File: src/rtl/btn_debounce_multi.sv
// btn_debounce_multi: multi-channel button debouncer with press, release and long-press events
module btn_debounce_multi #(
    parameter int NUM_BTN    = 3,
    parameter int DIV        = 100000,
    parameter int DEPTH      = 8,
    parameter int LONG_TICKS = 200,
    parameter bit ACTIVE_LOW = 1'b1
) (
    input  logic               clk_sys,
    input  logic               reset,
    input  logic [NUM_BTN-1:0] btn_in,
    input  logic               clr,
    output logic [NUM_BTN-1:0] btn_out,
    output logic [NUM_BTN-1:0] press,
    output logic [NUM_BTN-1:0] release_o,
    output logic [NUM_BTN-1:0] long_press,
    output logic               tick
);
    localparam int            CW       = $clog2(DIV);
    localparam logic [CW-1:0] CNT_MAX  = CW'(DIV - 1);
    localparam logic [15:0]   LONG_MAX = 16'(LONG_TICKS);

    logic [NUM_BTN-1:0] r_sync1, r_sync2, w_s;
    logic [CW-1:0]      r_cnt;

    // two-flop synchroniser for the raw, asynchronous button levels
    always_ff @(posedge clk_sys or posedge reset)
        if (reset) begin
            r_sync1 <= '0;
            r_sync2 <= '0;
        end else begin
            r_sync1 <= btn_in;
            r_sync2 <= r_sync1;
        end

    assign w_s  = ACTIVE_LOW ? ~r_sync2 : r_sync2;
    assign tick = (r_cnt == CNT_MAX);

    // free-running sample prescaler; clr deliberately leaves it alone
    always_ff @(posedge clk_sys or posedge reset)
        if (reset) r_cnt <= '0;
        else       r_cnt <= tick ? '0 : r_cnt + CW'(1);

    for (genvar i = 0; i < NUM_BTN; i++) begin : g_ch
        logic [DEPTH-1:0] r_hist, w_hist;
        logic [15:0]      r_hold;
        logic             r_out, r_press, r_rel, r_long, w_out;

        assign w_hist = {r_hist[DEPTH-2:0], w_s[i]};
        assign w_out  = &w_hist ? 1'b1 : ~|w_hist ? 1'b0 : r_out;

        // on each tick shift in a sample, update the level and raise one-cycle events
        always_ff @(posedge clk_sys or posedge reset)
            if (reset) begin
                r_hist  <= '0;
                r_hold  <= '0;
                r_out   <= 1'b0;
                r_press <= 1'b0;
                r_rel   <= 1'b0;
                r_long  <= 1'b0;
            end else if (clr) begin
                r_hist  <= '0;
                r_hold  <= '0;
                r_out   <= 1'b0;
                r_press <= 1'b0;
                r_rel   <= 1'b0;
                r_long  <= 1'b0;
            end else if (tick) begin
                r_hist  <= w_hist;
                r_out   <= w_out;
                r_press <= w_out & ~r_out;
                r_rel   <= ~w_out & r_out;
                r_long  <= w_out & r_out & (r_hold == LONG_MAX - 16'd1);
                r_hold  <= !w_out ? '0 : (r_out && r_hold != LONG_MAX) ? r_hold + 16'd1 : r_hold;
            end else begin
                r_press <= 1'b0;
                r_rel   <= 1'b0;
                r_long  <= 1'b0;
            end

        assign btn_out[i]    = r_out;
        assign press[i]      = r_press;
        assign release_o[i]  = r_rel;
        assign long_press[i] = r_long;
    end
endmodule

File: config.mk
export PLATFORM = sky130hd
export DESIGN_NAME = btn_debounce_multi
export DESIGN_NICKNAME = d
export VERILOG_FILES = /design/src/rtl/btn_debounce_multi.sv
export SDC_FILE = /design/constraint.sdc
export NUM_CORES = 1
export LEC_CHECK = 0
export ABC_AREA = 1
export ABC_CLOCK_PERIOD_IN_PS = 4030
export CAP_MARGIN = 20
export CORE_UTILIZATION = 62
export CTS_BUF_LIST = sky130_fd_sc_hd__clkbuf_4 sky130_fd_sc_hd__clkbuf_8 sky130_fd_sc_hd__clkbuf_16
export DETAILED_ROUTE_END_ITERATION = 6
export PLACE_DENSITY = 0.9
export SYNTH_ARGS = -nofsm -noshare
export SYNTH_HDL_FRONTEND = slang
export SYNTH_SLANG_ARGS = --single-unit
File: constraint.sdc
create_clock -name clk_sys -period 4.03 [get_ports clk_sys]
set_input_delay 0.806 -clock clk_sys [delete_from_list [all_inputs] [get_ports clk_sys]]
set_output_delay 0.806 -clock clk_sys [all_outputs]
set_load 0.03 [all_outputs]
# Yosys cells after proc, flatten, opt, wreduce, memory -nomap -nowiden
# Index checks and enable logic that the tools add are counted.
[word_totals]
regBits = 104
output_inout_bits = 13
[classes]
n_addsub = 4
n_eq_ne = 10
n_mux = 49
bitwise_logic = 19
reduce_logical = 13
[ops]
columns = ["op", "n"]
rows = [
  ["16-bit two-way mux", 12],
  ["16-bit by 1-bit adder with 16-bit output, second input constant", 3],
  ["16-bit by 8-bit equality test with 1-bit output, second input constant", 3],
  ["16-bit by 8-bit inequality test with 1-bit output, second input constant", 3],
  ["7-bit two-way mux", 6],
  ["1-bit two-way mux", 30],
  ["8-bit AND reduction", 3],
  ["8-bit OR reduction", 3],
  ["17-bit by 1-bit adder with 17-bit output, second input constant", 1],
  ["17-bit equality test, second input constant", 1],
  ["17-bit two-way mux", 1],
  ["1-bit AND", 12],
  ["3-bit by 2-bit inequality test with 1-bit output, second input constant", 3],
  ["1-bit NOT", 6],
  ["2-bit AND reduction", 3],
  ["1-bit logical AND", 3],
  ["3-bit NOT", 1],
  ["2-bit nonzero test", 1],
]

# Longest topological paths before layout
[depth]
word_depth = 8
mapped_depth = 11

# Least setup slack after synthesis
# OpenSTA, ideal clock, no wires.
[synth_timing]
path_type = "register to output"
start = "reg r_cnt[0]"
end = "out tick"
t_arrival_ns = 1.327
required_time_ns = 3.224
path_slack_ns = 1.897
stages_incl_launch_ff = 7
n_path_buf = 1
path_cell_list = "dfrtp_1 ha_1 nand2_2 nor2_4 nand3_1 nor2_4 buf_2"
[synth_via]
elab_chain_cells = 1
[synth_rtl]
columns = ["element", "line_no", "text"]
rows = [
  ["start: declaration", "24", "logic [CW-1:0] r_cnt;"],
  ["start signal: assignment", "42", "else r_cnt <= tick ? '0 : r_cnt + CW'(1);"],
  ["17-bit equality test", "37", "assign tick = (r_cnt == CNT_MAX);"],
  ["end: declaration", "17", "output logic tick"],
]
# No other way between the ends.

# Worst setup path in the final report
# Ends and elaborated chain as after synthesis.

==> results_dict.tcl <==
set metrics [dict create \
    ys_warn_count 0 \
    clk_path_buf_depth 2 \
    power_mw 1.86 \
    slew_headroom_pct 50.1 \
    pre_cts_ws_ns 1.17 \
    crit_type "register to primary output" \
    slew_violations 0 \
    grt_pass1_vias 5129 \
    synth_cell_type_count 31 \
    cts_sinks 104 \
    fin_util_pct 68.5 \
    min_to "r_sync2[0]$_DFF_PP0_" \
    grt_max_degree 63 \
    holdPathStages 0 \
    regArea_sq_um 2600 \
    grt_use_total_pct 28.0 \
    die_y_microns 99.9 \
    largest-register "g_ch.r_hold" \
    grt_first_pass_wirelength_mm 22.5 \
    max_freq_mhz 304 \
    critical_path.max_fanout 28 \
    htreeDepth 3 \
    hpwl_mm 8.83 \
    stdcell_area_sq_um 6350 \
    p_leak_nw 3.07 \
    setup_violations 0 \
    synth_area_leader_cell "dfrtp_1" \
    reg2reg_depth 10 \
    hold_violations 0 \
    routed_wl_mm 13.0 \
    largest_reg_flops 48 \
    worstReg2RegEnd "g_ch[2].r_hist[0]$_DFFE_PP0P_" \
    drv_cap 0 \
    r2r_start "r_cnt[0]$_DFF_PP0_" \
    synth_area_leaders "dfrtp_1 44%, nand2_1 16%, nand3_1 6.6%" \
    area_delta_synth_final_pct 6.86 \
    ys_ff_latch 104 \
    hp-class "register to register" \
    start_util_pct 64.1 \
    yosysSeqAreaShare_pct 43.8 \
    grt_overflow 0 \
    cts_tree "yes" \
    wl_per_cell_microns 13.9 \
    route.vias.total 5302 \
    syn_nets 811 \
    vias_per_cell 5.66 \
    syn_inst 798 \
    antenna_found_initial 0 \
    portBuffers 18 \
    r2r_slack_ns 2.01 \
    cts.repair.resized 0 \
    drive_gt1_share_pct 4.83 \
    multiInputGateArea_sq_um 2820 \
    end_kind "primary output" \
    rsz0062_at_grt "false" \
    n_antenna_cell 0 \
    crit_start "r_cnt[0]$_DFF_PP0_" \
    worstPathArrival_ns 2.48 \
    nNetsFinal 815 \
    drc 0 \
    layout_setup_ws_ns 0.743 \
    first_pass_iters 5 \
    skew_ns 0.0130 \
    ctsRootBufferMaster "clkbuf_8" \
    critical_path_required_ns 3.22 \
    synth.cell_area_sq_um 5950 \
    cts_setup_buffers 0 \
    hp-start "r_sync1[0]$_DFF_PP0_" \
    fin_setup_tns_ns 0 \
    postPlaceCellArea_sq_um 6120 \
    synth_top_area_share_pct 43.8 \
    status "finished clean" \
    gp_congestion 0.961 \
    min_period_ns 3.29 \
    clk_pin_slew_ns 0.10 \
    core_sq_um 9280 \
    ioPinCount 19 \
    avgSynthCellArea_sq_um 7.45 \
    core.rowCount 35 \
    ir_worst_vdd_v 0.000197 \
    num-fill-cells 732 \
    finalCritPeriodShare_pct 81.6 \
    drt-initial-drc-count 343 \
    worst_pin_slew_ns 0.749 \
    clk-insertion-delay-late_ns 0.38 \
    die_area_sq_um 9990 \
    cts_buffers 9 \
    die_w_microns 99.9 \
    reg_top3 "g_ch.r_hold: 48 flops, g_ch.r_hist: 21 flops, r_cnt: 17 flops" \
    startpoint_type "register" \
    ant_nets 0 \
    hold_buffers 0 \
    p_per_area_nw_per_um2 293 \
]
## per-stage QoR
stage                     hold WS [ns]  std cells
after detailed placement         0.336        920
final                            0.357        936
after CTS                        0.360        936
after global routing             0.366        936
after floorplan                  0.331        798
after global placement           0.337        920
## routing by layer
layer | global-route usage [%] | share of wire [%]
met4 | 11.8 | 2.1
met2 | 47.0 | 49
met3 | 4.25 | 6.4
met1 | 36.3 | 42
met5 | 0 | 0
## cell usage in the layout (no fill, tap or decap), types with 4 or more instances in the layout
cell / netlist / routed
buf_4: 16 / 5
xnor2_1: 13 / 13
nor2_1: 92 / 92
clkdlybuf4s50_1: 0 / 18
inv_1: 80 / 79
a21oi_1: 5 / 5
dfrtp_1: 104 / 104
nor2_4: 4 / 4
ha_1: 7 / 7
nor3_1: 15 / 15
o21ai_0: 23 / 23
nand2_4: 4 / 4
nand2_1: 257 / 257
clkbuf_8: 0 / 11
nand3_1: 79 / 79
nand3b_1: 7 / 7
xor2_1: 23 / 23
nor4_1: 4 / 4
nand4_1: 32 / 32
## cell families after synthesis
family	synth area share (%)
AOI/OAI and AO/OA	3.20
buffers and inverters	8.75
adders and majority gates	1.47
DFF	43.8
and+or+nand+nor	37.5
xor gates and xnor gates	5.30
## report_power, final
part / internal, mW / switching [mW]
registers: 1.05 / 0.00196
logic: 0.0112 / 0.0447
clock network: 0.392 / 0.363
total: 1.45 / 0.410
## critical path, stage by stage, from the launching register on
cell	delay (ns)
dfrtp_1	0.39
ha_1	0.22
nand2_2	0.08
nor2_4	0.15
nand3_1	0.14
nor2_4	0.10
buf_4	0.29
clkdlybuf4s50_1	0.73
## synthesized netlist by cell type, drive strengths merged
cell type    n
nand2      264
dfrtp      104
nor2        98
nand3       82
inv         81
nand4       32
buf         29
o21ai       24
xor2        23
nor3        15
xnor2       13
ha           7
nand3b       7
a21oi        5
nor4         4
o21bai       3
clkinv       2
o31ai        2
clkbuf       1
nor3b        1
o211ai       1
## how the worst max path moves through the flow
stage               slack, ns                       endpoint
finish                   0.74                           tick
global route             0.63                           tick
CTS                      0.76                           tick
detailed placement       1.17                           tick
global placement         1.22                           tick
floorplan                0.49  g_ch[0].r_hist[0]$_DFFE_PP0P_
## final cells by class
cell class,instances,share of cell area [%]
Inverter,83,4.94
Tap cell,129,2.54
Sequential cell,104,41.0
Multi-Input combinational cell,581,44.4
Clock buffer,12,2.50
Clock inverter,4,1.20
Timing Repair Buffer,23,3.43
(Power assumes the default switching activity.)
